[config.mk]
export PLATFORM = sky130hd
export DESIGN_NAME = core_launch_ctrl
export DESIGN_NICKNAME = d
export VERILOG_FILES = /design/src/rtl/core_launch_ctrl.sv
export SDC_FILE = /design/constraint.sdc
export NUM_CORES = 1
export LEC_CHECK = 0
export BUFFER_PORTS_ARGS = -buffer_cell sky130_fd_sc_hd__buf_2
export CELL_PAD_IN_SITES_DETAIL_PLACEMENT = 1
export CELL_PAD_IN_SITES_GLOBAL_PLACEMENT = 1
export CORE_AREA = 2 2 78 80
export DETAILED_ROUTE_END_ITERATION = 16
export DIE_AREA = 0 0 80 82
export PLACE_DENSITY_LB_ADDON = 0.1
export SETUP_SLACK_MARGIN = 0.1
export SYNTH_ARGS = -nofsm -noshare
export SYNTH_HDL_FRONTEND = slang
export SYNTH_SLANG_ARGS = --single-unit
[constraint.sdc]
create_clock -name clk -period 6.1 [get_ports clk]
set_input_delay 0.305 -clock clk [delete_from_list [all_inputs] [get_ports clk]]
set_output_delay 0.305 -clock clk [all_outputs]
set_load 0.005 [all_outputs]
[src/rtl/core_launch_ctrl.sv]
// Launch controller: starts a masked set of cores, collects their completions,
// and bounds the wait with an optional watchdog before reporting back.
module core_launch_ctrl #(
    parameter int NUM_CORES = 4,
    parameter int TIMEOUT_W = 16
) (
    input  logic                 clk,
    input  logic                 rst,
    input  logic                 start,
    input  logic [NUM_CORES-1:0] core_en,
    input  logic [TIMEOUT_W-1:0] timeout_lim,
    input  logic [NUM_CORES-1:0] core_done,
    input  logic                 ack,
    output logic [NUM_CORES-1:0] core_start,
    output logic [1:0]           phase,
    output logic [NUM_CORES-1:0] done_mask,
    output logic                 all_done,
    output logic                 timed_out,
    output logic                 busy
);

    typedef enum logic [1:0] {
        IDLE          = 2'b00,
        START_CORES   = 2'b01,
        WAIT_FOR_DONE = 2'b10,
        DONE_STATE    = 2'b11
    } state_t;

    state_t               state_q, state_d;
    logic [NUM_CORES-1:0] mask_q, mask_d;
    logic [TIMEOUT_W-1:0] lim_q, lim_d;
    logic [TIMEOUT_W-1:0] cnt_q, cnt_d;
    logic [NUM_CORES-1:0] core_start_q, core_start_d;
    logic [NUM_CORES-1:0] done_mask_q, done_mask_d;
    logic                 all_done_q, all_done_d;
    logic                 timed_out_q, timed_out_d;
    logic                 busy_q, busy_d;

    logic [NUM_CORES-1:0] merged;
    logic                 complete;
    logic                 expired;

    always_comb begin
        state_d      = state_q;
        mask_d       = mask_q;
        lim_d        = lim_q;
        cnt_d        = cnt_q;
        core_start_d = '0;
        done_mask_d  = done_mask_q;
        all_done_d   = 1'b0;
        timed_out_d  = timed_out_q;
        merged       = done_mask_q | (core_done & mask_q);
        complete     = (merged == mask_q);
        expired      = (lim_q != '0) && (cnt_q == (lim_q - TIMEOUT_W'(1)));

        case (state_q)
            IDLE: begin
                if (start && (core_en != '0)) begin
                    state_d      = START_CORES;
                    mask_d       = core_en;
                    lim_d        = timeout_lim;
                    cnt_d        = '0;
                    core_start_d = core_en;
                    done_mask_d  = '0;
                    timed_out_d  = 1'b0;
                end
            end
            START_CORES: begin
                state_d = WAIT_FOR_DONE;
            end
            WAIT_FOR_DONE: begin
                done_mask_d = merged;
                if (cnt_q != '1) begin
                    cnt_d = cnt_q + TIMEOUT_W'(1);
                end
                // Completion is tested first so it beats a same-cycle expiry.
                if (complete) begin
                    state_d    = DONE_STATE;
                    all_done_d = 1'b1;
                end else if (expired) begin
                    state_d     = DONE_STATE;
                    timed_out_d = 1'b1;
                end
            end
            DONE_STATE: begin
                if (ack) begin
                    state_d = IDLE;
                end
            end
            default: begin
                state_d = IDLE;
            end
        endcase

        busy_d = (state_d == START_CORES) || (state_d == WAIT_FOR_DONE);
    end

    always_ff @(posedge clk) begin
        if (rst) begin
            state_q      <= IDLE;
            mask_q       <= '0;
            lim_q        <= '0;
            cnt_q        <= '0;
            core_start_q <= '0;
            done_mask_q  <= '0;
            all_done_q   <= 1'b0;
            timed_out_q  <= 1'b0;
            busy_q       <= 1'b0;
        end else begin
            state_q      <= state_d;
            mask_q       <= mask_d;
            lim_q        <= lim_d;
            cnt_q        <= cnt_d;
            core_start_q <= core_start_d;
            done_mask_q  <= done_mask_d;
            all_done_q   <= all_done_d;
            timed_out_q  <= timed_out_d;
            busy_q       <= busy_d;
        end
    end

    assign phase      = state_q;
    assign core_start = core_start_q;
    assign done_mask  = done_mask_q;
    assign all_done   = all_done_q;
    assign timed_out  = timed_out_q;
    assign busy       = busy_q;

endmodule

==> run metrics <==
initial DRC count=96; Synth top area share=0.394; maximum vdd ir drop=0.109 mV; Layout Cells excl Fill=413; CTS clk-pin slew, worst paths=0.09 ns; Final WS setup=3.31 ns; Area Overhead vs Synth=13.4%; sequential share of the synthesized area=0.394; initial antenna violation count=0; cells after synthesis=302; crit end category=flip-flop; H-Tree Depth=2; root buffer cell=clkbuf_8; Tmin final=2.79 ns; first-pass GRT wire length=10400 um; cell-internal power=0.491 mW; f_max=359 MHz; cell family with most CP delay=simple AND/OR/NAND/NOR gates; Setup CP Type=reg2reg; Worst Path Max Fanout=6; number of synthesized flops with an enable pin=0; clock latency on the worst-skew pair=0.30 ns; via count=2239; PD cells=257 nW/um^2; max-cap viol count=0; layout filler cell count=723; ranking of synthesized cells by area=dfxtp_1, xnor2_1, nand2_1; largest area contributor in the netlist=dfxtp_1; dominant synthesized flop cell=dfxtp_1; Data arrival, critical path=3.04 ns; Die ar.=6560 um^2; 1st-pass router iterations=4; Req. time, crit path=6.35 ns; Psw=0.234 mW; Die Width=80 um; Placeable Area=5750 um^2; slowest CP cell=or3b_2; # resized after CTS=0; average wire per standard cell=15.2 um; final setup fails=0; HPWL after DPL=4630 um; crit-path cells=inv_1 > ha_1 > or3b_2 > nor4_2 > mux2i_1 > o31ai_2 > a2111oi_4 > o221a_1; largest net degree at the start of global routing=32; syn nets=332; most instantiated cells after synthesis=dfxtp_1, nand2_1, nor2_1; Critical path buffers and inverters=1; Switching Fraction=0.323; Top Ports=41; register share of total power=0.499; port buffer count=40; count leader, synth=dfxtp_1; Sequential Area=981 um^2; RSZ-0062 raised after global routing=no; total CTS buffers=5; Starting Density=0.434; Netlist cell types=51; Final GP Congestion=0.755; dpl ws=3.30 ns; Fin. Hold Viols=0; die height=82 um; cts hold-fix bufs=0; part of the power in combinational logic=0.243; flops & latches, synth=49; Syn Std Cell Area=2490 um^2; Worst Tran Pin Value=0.713 ns; drt via density=5.42; Placed Cells incl. Taps=405; Antenna diodes=0; Mean Syn Cell Area=8.25 um^2; cell row count=28; slew margin rel.=0.524; Final Slew Violations=0; grt ovf=0; CP Launch Type=flip-flop; vias in the first global route=2124; Clock Skews=0.00448 ns; CTS tree=done; Post-route DRC=0; Clk pwr share=0.258; final period utilization=0.457; Total Routing Usage GR=0.202; Clock Sinks=49; status=finished, final reports clean; Syn. warnings=0; Lkg Pwr=1.09 nW; Layout Nets=367; Post-DRT Antenna Nets=0; Clock Tree Buf Depth=2; worst stage delay on the critical path=0.55 ns; drt total wl=6280 um; Post-CTS Setup Repair Bufs=0; worst hold path class=in2reg; area occupied by multi-input gates=1420 um^2; setup TNS=0 ns; fraction of layout cells with a size suffix above 1=0.163; ys async rst share=0
-- power by group through the flow --
stage / Clock [mW] / Sequential (mW) / Combinational (mW)
2_1_floorplan: 0 / 0.364 / 0.133
3_3_place_gp: 0 / 0.368 / 0.173
3_5_place_dp: 0 / 0.369 / 0.177
4_1_cts: 0.191 / 0.361 / 0.178
5_1_grt: 0.205 / 0.365 / 0.199
6_report: 0.187 / 0.362 / 0.176
-- per-stage QoR --
stage / hold slack (ns) / power [mW] / instance area, um^2 / util
finish: 0.233 / 0.725 / 2830 / 0.492
global route: 0.237 / 0.769 / 2830 / 0.492
CTS: 0.233 / 0.730 / 2830 / 0.492
detailed placement: 0.478 / 0.546 / 2740 / 0.477
global placement: 0.474 / 0.541 / 2740 / 0.477
floorplan: 0.441 / 0.497 / 2490 / -
-- worst register-to-register path: stages (launching register included) --
cell and delay (ns):
dfxtp_1 0.36, inv_1 0.07, ha_1 0.25, or3b_2 0.56
nor4_2 0.46, mux2i_1 0.29, o31ai_2 0.12, a2111oi_4 0.39
o221a_1 0.24
-- flip-flops by register name, indices dropped and copies added (netlist names) --
register and cells:
done_mask 4, busy 1, cnt_q 16, all_done 1, mask_q 4, lim_q 16, core_start 4, timed_out 1
phase 2
-- metal layers --
metal  track usage  routed length, um  vias to the layer above  part of all wire
met5             0                  0                        -                 0
met4        0.0559                 74                        0             0.012
met3        0.0275                167                        7             0.027
met2         0.303               2700                       35              0.43
met1         0.302               3340                     1054              0.53
li1              -                  -                     1143                 -
-- final timing paths --
kind / slack (ns) / from / depth (start not counted) / to
max: 3.31 / lim_q[0] / 8 / phase[0]
min: 0.23 / timeout_lim[15] / 3 / lim_q[15]
max reg2reg: 3.31 / lim_q[0] / 8 / phase[0]
min reg2reg: 0.49 / lim_q[1] / 2 / lim_q[1]
-- area by class of cell --
class	instances	area share
Multi-Input combinational cell	230	0.504
Clock buffer	6	0.0257
Clock inverter	2	0.00354
Tap cell	75	0.0332
Inverter	10	0.0133
Timing Repair Buffer	41	0.0735
Sequential cell	49	0.347
-- layout by cell type, fill, tap and decap left out, drive strengths merged, types with 2 or more instances in the layout --
cell type,instances
a21o,6
buf,41
xor2,12
clkbuf,6
inv,10
ha,2
a2111oi,6
and2,5
a21oi,22
nor3b,2
nand2b,4
nand4,8
and3,3
nand2,46
xnor2,20
o311ai,2
o21ai,3
dfxtp,49
o32ai,2
nor4,7
clkinv,2
or4,5
nor4b,2
o31ai,2
or3,2
nand3,9
nor3,10
a32oi,4
or2,2
nor2,27
-- cells by family (layout without fill, tap and decap cells) --
logic type	Yosys count	after routing	synth area share
AOI/OAI and AO/OA	59	59	0.173
and+or+nand+nor	136	136	0.272
buffers and inverters	23	59	0.0352
muxes	1	1	0.00402
xor gates and xnor gates	32	32	0.113
adders and majority gates	2	2	0.0100
DFF	49	49	0.394
Power figures use the tool's default switching activity.
